==> config.mk <==
export PLATFORM = sky130hd
export DESIGN_NAME = cmp_brnch
export DESIGN_NICKNAME = d
export VERILOG_FILES = /design/src/rtl/cmp_brnch_pkg.sv /design/src/rtl/cmp_brnch_cond.sv /design/src/rtl/cmp_brnch.sv
export SDC_FILE = /design/constraint.sdc
export NUM_CORES = 1
export LEC_CHECK = 0
export BUFFER_PORTS_ARGS = -buffer_cell sky130_fd_sc_hd__buf_2
export CAP_MARGIN = 20
export CORE_AREA = 10 10 47 49
export DETAILED_ROUTE_END_ITERATION = 12
export DIE_AREA = 0 0 57 59
export HOLD_SLACK_MARGIN = 0.15
export PLACE_DENSITY = 0.65
export SYNTH_ARGS = -nofsm -noshare
export SYNTH_HDL_FRONTEND = slang
export SYNTH_SLANG_ARGS = --single-unit
==> constraint.sdc <==
create_clock -name clk -period 1 [get_ports clk]
set_clock_uncertainty 0.1 [all_clocks]
set_input_delay 0.15 -clock clk [delete_from_list [all_inputs] [get_ports clk]]
set_output_delay 0.15 -clock clk [all_outputs]
set_load 0.01 [all_outputs]
==> src/rtl/cmp_brnch_pkg.sv <==
// cmp_brnch_pkg: opcode encodings shared by the instruction decoder and the compare-and-branch unit
package cmp_brnch_pkg;
  localparam logic [2:0] OP_LT  = 3'b000;
  localparam logic [2:0] OP_GT  = 3'b001;
  localparam logic [2:0] OP_EQ  = 3'b010;
  localparam logic [2:0] OP_GTE = 3'b011;
  localparam logic [2:0] OP_LTE = 3'b100;
  localparam logic [2:0] OP_NE  = 3'b101;
  localparam logic [2:0] OP_BE  = 3'b110;
  localparam logic [2:0] OP_BNE = 3'b111;
endpackage

==> src/rtl/cmp_brnch_cond.sv <==
// cmp_brnch_cond: combinational condition bit for unsigned compares and branch-on-flag tests
module cmp_brnch_cond
  import cmp_brnch_pkg::*;
#(
  parameter int WIDTH = 8
) (
  input  logic [2:0]       opcode,
  input  logic [WIDTH-1:0] R1,
  input  logic [WIDTH-1:0] R2,
  output logic             c
);
  logic w_lt;
  logic w_eq;
  logic w_nz;
  assign w_lt = R1 < R2;
  assign w_eq = R1 == R2;
  assign w_nz = |R1;
  // every relation derives from lt/eq; branch ops look at R1 alone
  always_comb begin
    c = opcode == OP_LT  ? w_lt :
        opcode == OP_GT  ? !(w_lt || w_eq) :
        opcode == OP_EQ  ? w_eq :
        opcode == OP_GTE ? !w_lt :
        opcode == OP_LTE ? (w_lt || w_eq) :
        opcode == OP_NE  ? !w_eq :
        opcode == OP_BE  ? w_nz : !w_nz;
  end
endmodule

==> src/rtl/cmp_brnch.sv <==
// cmp_brnch: registered compare/branch condition unit producing a 0/1 result word with valid
module cmp_brnch
  import cmp_brnch_pkg::*;
#(
  parameter int WIDTH = 8
) (
  input  logic             clk,
  input  logic             rst,
  input  logic             in_valid,
  input  logic [2:0]       opcode,
  input  logic [WIDTH-1:0] R1,
  input  logic [WIDTH-1:0] R2,
  output logic [WIDTH-1:0] RD,
  output logic             out_valid
);
  logic             w_c;
  logic [WIDTH-1:0] r_rd;
  logic             r_valid;
  cmp_brnch_cond #(.WIDTH(WIDTH)) u_cond (
    .opcode(opcode),
    .R1    (R1),
    .R2    (R2),
    .c     (w_c)
  );
  always_ff @(posedge clk or posedge rst) begin
    if (rst) begin
      r_rd    <= '0;
      r_valid <= 1'b0;
    end else begin
      r_valid <= in_valid;
      if (in_valid) r_rd <= {{(WIDTH-1){1'b0}}, w_c};
    end
  end
  assign RD        = r_rd;
  assign out_valid = r_valid;
endmodule

# [Yosys cells after proc, flatten, opt, wreduce, memory -nomap -nowiden]
# Cells that the tools add are included.
[totals] out_inout_bits=9 register_bits=2 inputBits=22 word_cells=24
[classes] eq_ne=7 n_reduce_logical=7 order_cmp=1 mux=7
[op_table] cell="3-bit equality test (second input constant)" n=3
[op_table] cell="8-bit equality test" n=1
[op_table] cell="8-bit < comparator" n=1
[op_table] cell="8-bit OR reduction" n=1
[op_table] cell="1-bit 2-to-1 mux" n=7
[op_table] cell="3-bit by 2-bit equality test with 1-bit output (second input constant)" n=2
[op_table] cell="1-bit logical NOT" n=4
[op_table] cell="3-bit by 1-bit equality test with 1-bit output (second input constant)" n=1
[op_table] cell="3-bit logical NOT" n=1
[op_table] cell="1-bit logical OR" n=1

# [Depth between registers and ports, before layout]
# Gate-level depths: netlist of the first run.
[depth] depth_word=9 ltp_mapped=7 depth_no_buf=7

# [Modules after synthesis]
# From an unflattened synthesis of the first run, not the netlist that was laid out.
[hier_totals] hier_cells=51 hier_area_um2=429.2
[by_module_without_submodules] mod="cmp_brnch_cond" instances=1 cells_each=39 seq_area_each_um2=0.0 area_per_inst_um2=304.0
[by_module_without_submodules] mod="cmp_brnch" instances=1 cells_each=12 seq_area_each_um2=50.0 area_per_inst_um2=125.1

# [Worst setup path before layout of the first run]
# Ideal clock, no wire load.
[synth_path] path_kind="input-to-reg" startpoint="input R2[1]" endpoint="register r_rd[0], in the netlist RD[0]" slack_ps=-497 path_buffers=0 arrival_ps=1293 required_ps=796 cell_stages=7 setup_ps=104 cell_sequence="inv_1 -> ha_1 -> nor2b_1 -> o211a_1 -> o21ai_1 -> a211oi_1 -> o41ai_2"
[synth_via] elab_chain_cells=8 elab_cells_between_ends=12 classes_between="order compare (1); eq/ne (1); mux (6); reduce/logical (4)"
[synth_rtl] element="from (decl)" line_no="cmp_brnch.sv:12" text="input logic [WIDTH-1:0] R2,"
[synth_rtl] element="branches (longest 7 deep; another with 8-bit < comparator)"
[synth_rtl] element="1-bit 2-to-1 mux *" line_no="cmp_brnch_cond.sv:20" text="c = opcode == OP_LT ? w_lt :"
[synth_rtl] element="to (signal assigned)" line_no="cmp_brnch.sv:31" text="if (in_valid) r_rd <= {{(WIDTH-1){1'b0}}, w_c};"
[synth_rtl] element="to (decl)" line_no="cmp_brnch.sv:17" text="logic [WIDTH-1:0] r_rd;"
# Every way passes the cells marked *.
# A chain may end at the register's enable or synchronous reset.

# [Final worst setup path of the first run]
[layout_path] startpoint="input R2[6]" endpoint="register r_rd[0], in the netlist RD[0]"
# Same word-level chain as after synthesis.

==> flow_summary.ini, run 1 <==
[sta]
timing.hold.ws_ps = 217.7
fin_crit_sh = 1.445
setup_slack_ps = -444.6
rsz0062_at_grt = true
fmax_mhz = 692.3
setup_viol = 1
post-route-min-period_ps = 1445
slew_viol_final = 0
finalHoldViolCount = 0
tns_ps = -444.6

[yosys]
ys_seq_area_frac = 0.1136
synth.most_common_cell = inv_1
synth_top_area_cell = ha_1
yosysTopAreaCellShare = 0.2273
yosysWarnings = 0
synth_top_family_by_area = adder cells
ys_types = 27
synth-xor-area-share = 0.01989
yosys_register_bits = 2
yosys-top-cells-area = ha_1, buf_4, dfrtp_1
synth_compound_area_frac = 0.2244
synth.area.mux_share = 0
synth_area_per_cell_sq_um = 7.865
synthesis.area_sq_um = 440.4
async_reset_ff_frac = 1.000
synth_adder_area_share = 0.2273
syn_inst = 56
ys.flop_type = dfrtp_1
synth_commonest_cells = inv_1, ha_1, buf_4
synth-simple-area-share = 0.2102
synth_edf_count = 0

[floorplan]
dieArea_sq_mm = 0.003363
dieHeight_um = 59
rows = 14
start_util = 0.3143
die_w_um = 57
ios = 31
core_area_sq_mm = 0.001401

[critical_path]
path_class = in -> reg
r2r_setup_slack_ps = 90
worstPathMaxFanout = 3
crit_start = R2[6]
end_kind = flop
rr_startpoint = RD[0]
cp.required_ps = 1020
reg2reg_to = RD[0]
startpoint_type = input pin
endpoint = RD[0]
reg2reg_depth = 2
critPathArrivalTime_ps = 1460

[power]
power.internal_mw = 0.4039
combPwrFrac = 0.545
peakVddDrop_v = 0.0006251
swShare = 0.3217
pwr-share-clk = 0.298
power.density_mw_per_mm2 = 695.7
seq_power_share = 0.157
switching_power_mw = 0.1915
p_leak_nw = 0.3984

[clocking]
clk_pin_slew_ps = 30
cts.path.max_buffers = 2
cts_sinks = 2
cts_tree = built
cts.root.buffer_cell = clkbuf_4
htreeDepth = 1
numCtsBuffers = 3
clk_latency_ps = 220

[hold_path]
hold_path.class = in -> async

[routing]
drt_iter0_markers = 0
dr_total_vias = 499
viasPerCell = 4.708
drc_errors = 0
routedWlPerCell_um = 14.28
wl_um = 1514
dr.pass1.iters = 1
postRouteAntennaNets = 0

[grt]
grt_pass1_vias = 608
grt_usage = 0.09123
grt_max_degree = 5
grt_overflow = 0
antenna_found_initial = 0
grt_pass1_wl_um = 2546

[final_layout]
layout.nets = 122
fill_cells = 128
drive_gt1_frac = 0.6556
syn2layout_area_growth_pct = 94.32
diodes = 0
post-route-cell-area_sq_um = 855.8

[placed_design]
portBuffers = 23
gp_congestion = 0.8622
pre_cts_ws_ps = -727.3
hpwlAfterDp_um = 1084
place_area_sq_um = 590.6

[outcome]
outcome = finished with violations
violations = negative setup slack

[flow_run]
drv_cap = 0
==> worst min-delay path by stage <==
stage               start        end  slack, ps  depth (start not counted)
floorplan             rst      RD[0]       -210                          1
global placement      rst  out_valid       -100                          2
detailed placement    rst  out_valid       -100                          2
CTS                   rst      RD[0]        210                          3
global route          rst      RD[0]        220                          3
finish                rst      RD[0]        220                          3
==> per-layer routing <==
layer  share of wire  global-route usage  vias to the layer above
li1                -                   -                      252
met1            0.35             0.07831                      230
met2            0.57              0.1876                       17
met3           0.079             0.03219                        0
met4               0             0.03020                        0
met5               0                   0                        -
==> power by group through the flow <==
stage          clock [mW]  combinational, mW  sequential [mW]
2_1_floorplan           0              0.126           0.0971
3_3_place_gp            0              0.201           0.0935
3_5_place_dp            0              0.207           0.0928
4_1_cts             0.186              0.308           0.0920
5_1_grt             0.195              0.361           0.0946
6_report            0.177              0.325           0.0934
==> cell type report <==
cell class,instances,area [sq um],area share
clock buffers,3,22.52,0.02632
inverters,9,43.79,0.05117
repair buffers,32,256.5,0.2997
multi-input cells,44,462.9,0.5409
well taps,16,20.02,0.02339
flip-flops and latches,2,50.05,0.05848
==> critical path, cell delays in order <==
cell and delay, ps:
buf_6 100, inv_4 50, ha_4 190, nand4_1 150, or2_4 170, o221ai_2 100
a31o_2 230, o41ai_2 330
==> per-stage QoR <==
step                std cells  power [mW]  utilization
floorplan                  62      0.2235            -
global placement          100      0.2947       0.4214
detailed placement        100      0.3000       0.4214
CTS                       106      0.5859       0.5982
global route              106      0.6499       0.6107
finish                    106      0.5954       0.6107
==> repair_timing <==
action | in CTS | in global routing
hold buffers | 2 | 0
endpoints found under the hold margin | 4 | 0
endpoints found under the setup margin | 1 | 2
pin swaps | 16 | 6
resized for setup | 36 | 5
setup buffers | 1 | 0
==> registers in the layout (all words and copies together), names as in the netlist <==
name and cells:
out_valid 1, RD 1
==> layout by cell type, fill, tap and decap left out, types with 2 or more instances in the layout <==
cell type	netlist	layout
a21oi_2	0	2
buf_2	0	12
buf_4	7	8
buf_6	0	9
clkbuf_4	0	3
conb_1	1	7
dfrtp_1	2	2
dlygate4sd3_1	0	2
ha_4	0	7
inv_1	9	4
inv_4	0	4
nand2_1	3	2
nand4_1	2	2
nor2_1	2	2
==> cell families (layout without fill, tap and decap cells) <==
logic type,after synthesis,after routing
adders and majority gates,8,8
other,1,7
and+or+nand+nor,16,16
buffers and inverters,16,44
DFF,2,2
xor gates and xnor gates,1,1
AOI/OAI and AO/OA,12,12
Power figures use the tool's default switching activity.
==> inputs of run 2 (changes only) <==
CORE_AREA = 4 4 41 43   (was 10 10 47 49)
DIE_AREA = 0 0 45 47   (was 0 0 57 59)
MAX_ROUTING_LAYER = met4   (was unset)
==> run 2 against run 1 <==
The flow still finishes with violations (negative setup slack). Highest routed layer unchanged. Cell count did not move. Sequential cell count is the same. Power is 1.0% higher.
==> flow_summary.ini, run 2 (synthesis gave the netlist of run 1 again) <==
[floorplan]
die_w_um = 45
ios = 31
dieHeight_um = 47
rows = 13
core_area_sq_mm = 0.001301
dieArea_sq_mm = 0.002115
start_util = 0.3385

[clocking]
numCtsBuffers = 3
cts_sinks = 2
cts.path.max_buffers = 2
htreeDepth = 1
clk_pin_slew_ps = 30
cts_tree = built
clk_latency_ps = 230
cts.root.buffer_cell = clkbuf_4

[critical_path]
critPathArrivalTime_ps = 1450
cp.required_ps = 1020
crit_path_cell_trace = buf_4 > ha_4 > nand4_1 > or2_4 > nand3_2 > a21oi_2 > o41ai_2
max_stage_delay_ps = 340
end_kind = flop
path_class = in -> reg
slowest_stage = o41ai_2
startpoint_type = input pin
worstPathMaxFanout = 3
critPathTopFamily = simple AND/OR/NAND/NOR gates
crit_buf_inv = 1

[final_layout]
diodes = 0
layout.nets = 123
final_common_cell = buf_2
drive_gt1_frac = 0.6703
post-route-cell-area_sq_um = 869.6
final_cell_mix = buf_2, buf_4, ha_4, conb_1, buf_6
syn2layout_area_growth_pct = 97.44

[routing]
routedWlPerCell_um = 12.86
drc_errors = 0
postRouteAntennaNets = 0
dr_total_vias = 508
drt_iter0_markers = 2
wl_um = 1363
viasPerCell = 4.792
dr.pass1.iters = 4

[grt]
grt_overflow = 0
grt_pass1_vias = 493
grt_usage = 0.1232
met3_usage = 0.03831
grt_use_met1 = 0.1295
top_usage_layer = met2
met2_usage = 0.2288
grt_max_degree = 5
antenna_found_initial = 0
grt_pass1_wl_um = 1890

[placed_design]
gp_congestion = 0.8496
place_area_sq_um = 596.8
hpwlAfterDp_um = 928.9
portBuffers = 23

[sta]
rsz0062_at_grt = true
post-route-min-period_ps = 1433
finalHoldViolCount = 0
slew_viol_final = 0
fmax_mhz = 697.9
timing.hold.ws_ps = 220.3
fin_crit_sh = 1.433
setup_viol = 1
setup_slack_ps = -433.0

[power]
switching_power_mw = 0.1972
power.density_mw_per_mm2 = 691.7
peakVddDrop_v = 0.0007770
swShare = 0.3278
pwr-share-clk = 0.298
power.internal_mw = 0.4043
seq_power_share = 0.154
combPwrFrac = 0.548
p_leak_nw = 0.4045

[outcome]
violations = negative setup slack
outcome = finished with violations

[flow_run]
drv_cap = 0

[hold_path]
hold_path.class = in -> async
run 2: changes by cell type in the layout (fill, tap and decap cells not counted), sizes merged:
cell and change:
buf +1
run 2: worst reg2reg max path, stage by stage, from the launching register on:
cell	delay (ps)
dfrtp_1	340
or2b_2	300
o41ai_2	60
run 2: worst paths after layout:
kind / start / to / slack [ps] / cells past startpoint
min in group clk: in_valid / RD[0] / 220 / 4
setup reg to reg: RD[0] / RD[0] / 100 / 2
hold / removal: rst / RD[0] / 220 / 3
setup / recovery: R1[4] / RD[0] / -430 / 7
hold reg to reg: RD[0] / RD[0] / 540 / 2
max in group asynchronous: rst / out_valid / 460 / 3
run 2: power by group through the flow:
stage	Clock (mW)	Sequential [mW]	Combinational, mW
finish	0.179	0.0926	0.330
global route	0.197	0.0933	0.362
CTS	0.186	0.0923	0.283
detailed placement	0	0.0926	0.209
global placement	0	0.0935	0.203
floorplan	0	0.0971	0.126
run 2: area by class of cell:
type,instances,area (sq um)
multi-input combinational,44,489.2
inverter,9,41.29
clock buffer,3,22.52
timing repair buffer,33,247.7
fill,106,431.7
sequential,2,50.05
tap,15,18.77
run 2: routing by layer:
layer	up-vias	part of all wire
li1	256	-
met1	231	0.37
met2	21	0.54
met3	0	0.085
met4	0	0
met5	-	0
run 2: stage by stage:
| stage | total power, mW | setup slack, ps | std cells | setup TNS [ps] | util |
|---|---|---|---|---|---|
| final | 0.6015 | -433.0 | 106 | -433.0 | 0.6683 |
| after global routing | 0.6524 | -484.0 | 106 | -488.2 | 0.6683 |
| after CTS | 0.5612 | -459.5 | 106 | -459.5 | 0.5981 |
| after detailed placement | 0.3013 | -719.7 | 100 | -719.7 | 0.4587 |
| after global placement | 0.2966 | -664.0 | 100 | -664.0 | 0.4587 |
| after floorplan | 0.2235 | -483.6 | 62 | -483.6 | - |
run 2: repair_timing:
item | 4_1_cts | 5_1_grt
endpoints found under the hold margin | 4 | 0
gates resized for setup | 22 | 17
buffers inserted | 1 | 0
pin swaps | 11 | 15
setup endpoints to repair | 1 | 2
hold buffers | 2 | 0
